<file path="src/rtl/if_fetch.sv">
// Byte-serial instruction fetch: issues four byte reads per instruction over a shared
// memory port, assembles them little-endian and presents the word to if_id.
module if_fetch #(
   parameter logic [31:0] RESET_PC = 32'h0000_0000
) (
   input  logic        clk,
   input  logic        rst,
   input  logic        rdy,
   input  logic        mem_grant_i,
   input  logic [7:0]  mem_din_i,
   output logic        mem_req_o,
   output logic [31:0] mem_addr_o,
   input  logic        branch_i,
   input  logic [31:0] branch_target_i,
   input  logic        id_ready_i,
   output logic        if_valid_o,
   output logic [31:0] if_pc_o,
   output logic [31:0] if_inst_o
);

   typedef enum logic {FETCH = 1'b0, VALID = 1'b1} state_t;

   state_t      state_q;
   logic [31:0] pc_q;
   logic [2:0]  issue_cnt_q;
   logic [1:0]  recv_cnt_q;
   logic        pending_q;
   logic [31:0] inst_buf_q;
   logic        if_valid_q;
   logic [31:0] if_pc_q;
   logic [31:0] if_inst_q;

   logic        req_w;
   logic        issue_w;

   assign req_w   = (state_q == FETCH) && (issue_cnt_q < 3'd4);
   assign issue_w = req_w && mem_grant_i;

   // Outputs are forced low while reset is held, since the reset state is FETCH.
   assign mem_req_o  = rst && req_w;
   assign mem_addr_o = (rst && issue_w) ? (pc_q + {29'd0, issue_cnt_q}) : 32'd0;

   assign if_valid_o = if_valid_q;
   assign if_pc_o    = if_pc_q;
   assign if_inst_o  = if_inst_q;

   always_ff @(posedge clk or negedge rst) begin
      if (!rst) begin
         state_q     <= FETCH;
         pc_q        <= RESET_PC;
         issue_cnt_q <= 3'd0;
         recv_cnt_q  <= 2'd0;
         pending_q   <= 1'b0;
         inst_buf_q  <= 32'd0;
         if_valid_q  <= 1'b0;
         if_pc_q     <= 32'd0;
         if_inst_q   <= 32'd0;
      end else if (rdy) begin
         if (branch_i) begin
            // Clearing pending drops any byte still in flight from the old stream.
            state_q     <= FETCH;
            pc_q        <= {branch_target_i[31:2], 2'b00};
            issue_cnt_q <= 3'd0;
            recv_cnt_q  <= 2'd0;
            pending_q   <= 1'b0;
            if_valid_q  <= 1'b0;
         end else begin
            case (state_q)
               FETCH: begin
                  pending_q <= issue_w;
                  if (issue_w)
                     issue_cnt_q <= issue_cnt_q + 3'd1;
                  if (pending_q) begin
                     inst_buf_q[{recv_cnt_q, 3'b000} +: 8] <= mem_din_i;
                     recv_cnt_q <= recv_cnt_q + 2'd1;
                     if (recv_cnt_q == 2'd3) begin
                        state_q    <= VALID;
                        if_valid_q <= 1'b1;
                        if_pc_q    <= pc_q;
                        if_inst_q  <= {mem_din_i, inst_buf_q[23:0]};
                     end
                  end
               end
               VALID: begin
                  if (id_ready_i) begin
                     state_q     <= FETCH;
                     pc_q        <= pc_q + 32'd4;
                     issue_cnt_q <= 3'd0;
                     recv_cnt_q  <= 2'd0;
                     pending_q   <= 1'b0;
                     if_valid_q  <= 1'b0;
                  end
               end
               default: state_q <= FETCH;
            endcase
         end
      end
   end

endmodule

</file>
<file path="config.mk">
export PLATFORM = sky130hd
export DESIGN_NAME = if_fetch
export DESIGN_NICKNAME = d
export VERILOG_FILES = /design/src/rtl/if_fetch.sv
export SDC_FILE = /design/constraint.sdc
export NUM_CORES = 1
export LEC_CHECK = 0
export CAP_MARGIN = 20
export CELL_PAD_IN_SITES_DETAIL_PLACEMENT = 0
export CELL_PAD_IN_SITES_GLOBAL_PLACEMENT = 1
export CORE_ASPECT_RATIO = 1.5
export CORE_MARGIN = 4
export CORE_UTILIZATION = 39
export CTS_CLUSTER_DIAMETER = 150
export CTS_CLUSTER_SIZE = 20
export DETAILED_ROUTE_END_ITERATION = 8
export PLACE_DENSITY = 0.84
export SYNTH_ARGS = -nofsm -noshare
export SYNTH_HDL_FRONTEND = slang
export SYNTH_SLANG_ARGS = --single-unit
</file>
<file path="constraint.sdc">
create_clock -name clk -period 2.97 [get_ports clk]
set_input_delay 0.891 -clock clk [delete_from_list [all_inputs] [get_ports clk]]
set_output_delay 0.891 -clock clk [all_outputs]
set_load 0.01 [all_outputs]
</file>
### After elaboration in Yosys (flattened, before gate mapping)

Index checks and enable logic that the tools add are counted.

* bitwise logic cells: 2
* shift-type cells: 2
* reductions and logical operators: 13
* mux-type cells: 25
* equal/unequal tests: 5
* add/subtract/negate cells: 5
* magnitude comparators: 1

Operator list (count)
* 32-bit two-way mux: 4
* 32-bit by 3-bit adder with 32-bit output: 1
* 32-bit by 3-bit adder with 32-bit output (second input constant): 1
* 32-bit bitwise mux: 1
* 8-bit by 7-bit variable shift with 32-bit output (first input constant): 1
* 8-bit by 7-bit indexed part select with 32-bit output: 1
* 1-bit two-way mux: 9
* 3-bit two-way mux: 3
* 3-bit != test (second input constant): 3
* 3-bit AND reduction: 3
* 4-bit AND reduction: 2
* 5-bit negation with 7-bit output: 1
* 2-bit two-way mux: 3
* 1-bit case mux with 2 select lines: 3
* 3-bit case mux with 2 select lines: 1
* 5-bit AND reduction: 1
* 1-bit logical AND: 4
* 2-bit case mux with 2 select lines: 1
* 2-bit nonzero test: 2
* 3-bit by 1-bit adder with 3-bit output (second input constant): 1
* 3-bit less-than comparator (second input constant): 1
* 3-bit by 2-bit != test with 1-bit output (second input constant): 1
* 2-bit by 1-bit adder with 2-bit output (second input constant): 1
* 2-bit == test (second input constant): 1
* 2 further kinds: 3

* input bits: 46
* flip-flop bits (word level): 136
* output and inout bits: 98

### Logic depth before layout (Yosys ltp)

* depth in word-level cells: 6
* depth in mapped cells: 7
* depth with buffers taken out: 5

### Least setup slack after synthesis

No wires, ideal clock.

* kind: in2out
* start: input port rst
* end: output port mem_addr_o[26]
* required time: 2.079 ns
* stages: 5
* arrival: 2.095 ns
* path slack: -0.016 ns
* path through: nor3b_2 and2_1 clkbuf_1 nand2b_1 o41ai_1

* cells in the longest elaborated chain, start to end: 2

RTL lines
* start, declared: RTL line 7 `input logic rst,`
* 1-bit logical AND: RTL line 41 `assign mem_addr_o = (rst && issue_w) ? (pc_q + {29'd0, issue_cnt_q}) : 32'd0;`
* 32-bit two-way mux: RTL line 41
* end, declared: RTL line 12 `output logic [31:0] mem_addr_o,`

Every way passes these cells.

### Worst setup path in the final report

* start: register pc_q[2]
* end: output port mem_addr_o[23]

* cells in the longest elaborated chain, start to end: 2

RTL lines
* start, declared: RTL line 24 `logic [31:0] pc_q;`
* start signal, assigned: RTL line 62 `pc_q <= {branch_target_i[31:2], 2'b00};`
* start signal, assigned: RTL line 87 `pc_q <= pc_q + 32'd4;`
* 32-bit by 3-bit adder with 32-bit output: RTL line 41
* 32-bit two-way mux: RTL line 41

Every way passes these cells.

==> flow_summary.yaml <==
status:
  status: "complete, but fails checks"
  violations: "setup timing"
floorplan:
  coreArea_um2: 16800
  die_w_um: 115
  chipHeight_um: 168
  pin_count: 144
  initial_utilization_pct: 39.8
  dieArea_um2: 19400
  num_rows: 58
yosys:
  synthTopCellsByArea: "dfrtp_1 (46%), mux2_2 (9.9%), nand2_1 (4.8%), o21ai_0 (4.2%), a21oi_1 (2.7%)"
  synth_area_per_cell_um2: 9.71
  yosys.area.top_type: "dfrtp_1"
  synthArstFlopShare_pct: 100
  synth_top_area_share_pct: 46.4
  yosysWarnings: 0
  synthCells: 689
  synth_edf_count: 0
  synth_ff_type: "dfrtp_1"
  syn_area_um2: 6690
  ys_types: 63
  synth-seq-cells: 124
  ys_seq_area_share_pct: 46.4
worst_hold_path:
  min-delay-start: "inst_buf_q[1]$_DFFE_PN0P_"
  hold_class: "flip-flop to flip-flop"
critical_path:
  critPathKind: "flip-flop to primary output"
  cpPeakStageDelay_ns: 0.55
  cp-start-kind: "flip-flop"
  path_delay_family: "simple AND/OR/NAND/NOR gates"
  cp_max_fo: 6
  startpoint: "pc_q[2]$_DFFE_PN0P_"
  cpMaxStageDelayCell: "or4_4"
  crit_chain: "ha_4 -> and4_4 -> buf_4 -> nand3_4 -> or4_4 -> a21oi_2 -> buf_2"
  r2r-start: "recv_cnt_q[0]$_DFFE_PN0P_"
  end_kind: "primary output"
  ff2ff_setup_slack_ns: 0.75
  cp_data_arrival_time_ns: 2.33
  crit_buf_inv: 2
  worst_ep_required_time_ns: 2.08
route:
  vias: 6374
  ant_nets: 0
  drt_iter0_drc: 313
  drcViolationCount: 0
  drt-total-wl_um: 22800
  detail_route.first_pass.iterations: 5
  wire_per_inst_um: 20.1
  drt-vias-per-instance: 5.64
grt:
  grt_usage_pct: 24.2
  grt_max_degree: 68
  grt_first_pass_wirelength_um: 36900
  grt_pass1_vias: 6870
  antenna_found_initial: 1
  grt_overflow: 0
timing:
  fin_worst_skew_ns: 0.0122
  final_hold_viol_count: 0
  rsz0062_at_grt: "true"
  tightest_slew_ns: 0.923
  fin_setup_tns_ns: -3.13
  slew_violations: 0
  fin_ws_ns: -0.250
  maxSlewHeadroom_pct: 38.3
  fin_crit_sh_pct: 108
  layout_min_cycle_time_ns: 3.22
  finalSetupViolCount: 20
  fmax_mhz: 311
clocking:
  clock_sinks: 124
  cts_hold_buf: 0
  htreeDepth: 4
  clk_pin_slew_ns: 0.07
  ctsRootBufferMaster: "clkbuf_16"
  clkLatencyLatePin_ns: 0.42
  clk_path_buf_depth: 2
  cts_tree: "yes"
  cts_buffers: 17
layout:
  synthToLayoutAreaGrowth_pct: 46.3
  fillers: 1491
  fin_util_pct: 58.1
  nets: 962
  post_route_cells_drive_above_1_share_pct: 31.6
  diodes: 0
  stdcell_area_um2: 9790
  final_cells: 1131
power:
  p_total_uw: 5140
  total_leakage_power_uw: 0.00437
  cellPowerDensity_nw_per_um2: 525
  peakVddDrop_mv: 0.335
place:
  dpl-instance-area_um2: 8910
  io_buffer_count: 139
  hpwl_um: 16400
  place_congestion: 0.911
  place_inst: 1084
flow_run:
  cap_violations: 0
## final timing paths
check                                              to  cells after the start
max                                    mem_addr_o[23]                      7
min                         inst_buf_q[1]$_DFFE_PN0P_                      2
max reg2reg                inst_buf_q[13]$_DFFE_PN0P_                      5
min reg2reg                 inst_buf_q[1]$_DFFE_PN0P_                      2
max in group asynchronous        pc_q[11]$_DFFE_PN0P_                      3
min in group asynchronous   if_inst_o[24]$_DFFE_PN0P_                      2
## repair_timing
item	4_1_cts	5_1_grt
setup buffers	5	10
gates resized for setup	139	30
pin swaps	10	13
gates cloned	1	0
setup endpoints to repair	32	23
## cells in the mapped netlist (3+ instances only)
library cell and number:
and4_1 10, nor4_1 8, nand2_1 85, or3_1 8, xor2_1 6, nor3b_1 5
o31a_1 3, o21ai_0 56, nand3b_1 5, a21oi_1 36, and2_1 5, buf_1 4
o41ai_1 5, ha_1 8, nand2b_1 3, a21o_1 4, or4_1 12, mux2_2 59
xnor2_1 5, nand4_1 19, nand3_1 30, and3_1 16, nor2_1 30, inv_1 9
o211ai_1 3, dfrtp_1 124, o31ai_1 8, nor3_1 12, clkbuf_1 24, o311ai_0 6
o22ai_1 7, buf_4 8, buf_2 25
## routing by layer
layer	track usage (%)	vias up	share of wire (%)
li1	-	2968	-
met1	27.3	3160	37
met2	43.6	199	55
met3	4.60	45	5.6
met4	10.5	2	3.1
met5	0	-	0.035
## registers in the layout (all words and copies together), names as in the netlist
signal / count
if_valid_o: 1
pc_q: 30
pending_q: 1
inst_buf_q: 24
issue_cnt_q: 3
if_inst_o: 32
recv_cnt_q: 2
state_q: 1
if_pc_o: 30
## where the power goes
part / switching, µW / total (µW) / internal, µW
Combinational: 560 / 1050 / 495
Clock: 921 / 2130 / 1210
Sequential: 134 / 1960 / 1830
## placed cells by master, fill, tap and decap left out, types with 5 or more instances in the layout
cell type,count
buf_2,20
nand2_1,81
inv_1,9
nor4_1,7
and4_1,8
nand3b_1,5
xor2_1,5
buf_4,106
a21oi_1,24
inv_8,6
nor2_1,30
mux2_2,59
and3_1,16
nand3_1,30
buf_6,14
o311ai_0,5
dfrtp_1,120
or3_1,5
o31ai_1,8
or4_1,6
clkdlybuf4s50_1,104
nor3b_1,5
or4_4,8
o21ai_0,54
nand4_1,19
ha_1,7
nor3_1,11
dlygate4sd2_1,10
a21oi_2,11
clkbuf_16,17
o22ai_1,7
## logic make-up after synthesis
kind of cell,count (synthesis),synth area share [%]
other,1,0.0560
and+or+nand+nor,266,21.9
muxes,61,10.2
AOI/OAI and AO/OA,148,13.6
buffers and inverters,70,4.84
DFF,124,46.4
xor gates and xnor gates,11,1.44
adders and majority gates,8,1.50
## tightest hold or removal path: stages (launching register included)
cell and delay (ns):
dfrtp_1 0.34, nand2_1 0.05, o21ai_0 0.06
## layout make-up
cell class / count / area (µm²) / share of cell area, %
Tap cell: 210 / 263 / 2.68
Inverter: 9 / 33.8 / 0.345
Clock buffer: 17 / 425 / 4.35
Sequential cell: 124 / 3110 / 31.8
Timing Repair Buffer: 260 / 2280 / 23.3
Multi-Input combinational cell: 496 / 3510 / 35.8
Clock inverter: 15 / 174 / 1.78
## per-stage QoR
stage	setup WS (ns)	hold slack, ns
2_1_floorplan	0.0994	0.446
3_3_place_gp	-0.547	0.459
3_5_place_dp	-0.506	0.467
4_1_cts	-0.257	0.488
5_1_grt	-0.303	0.513
6_report	-0.250	0.482
(Power assumes the default switching activity.)
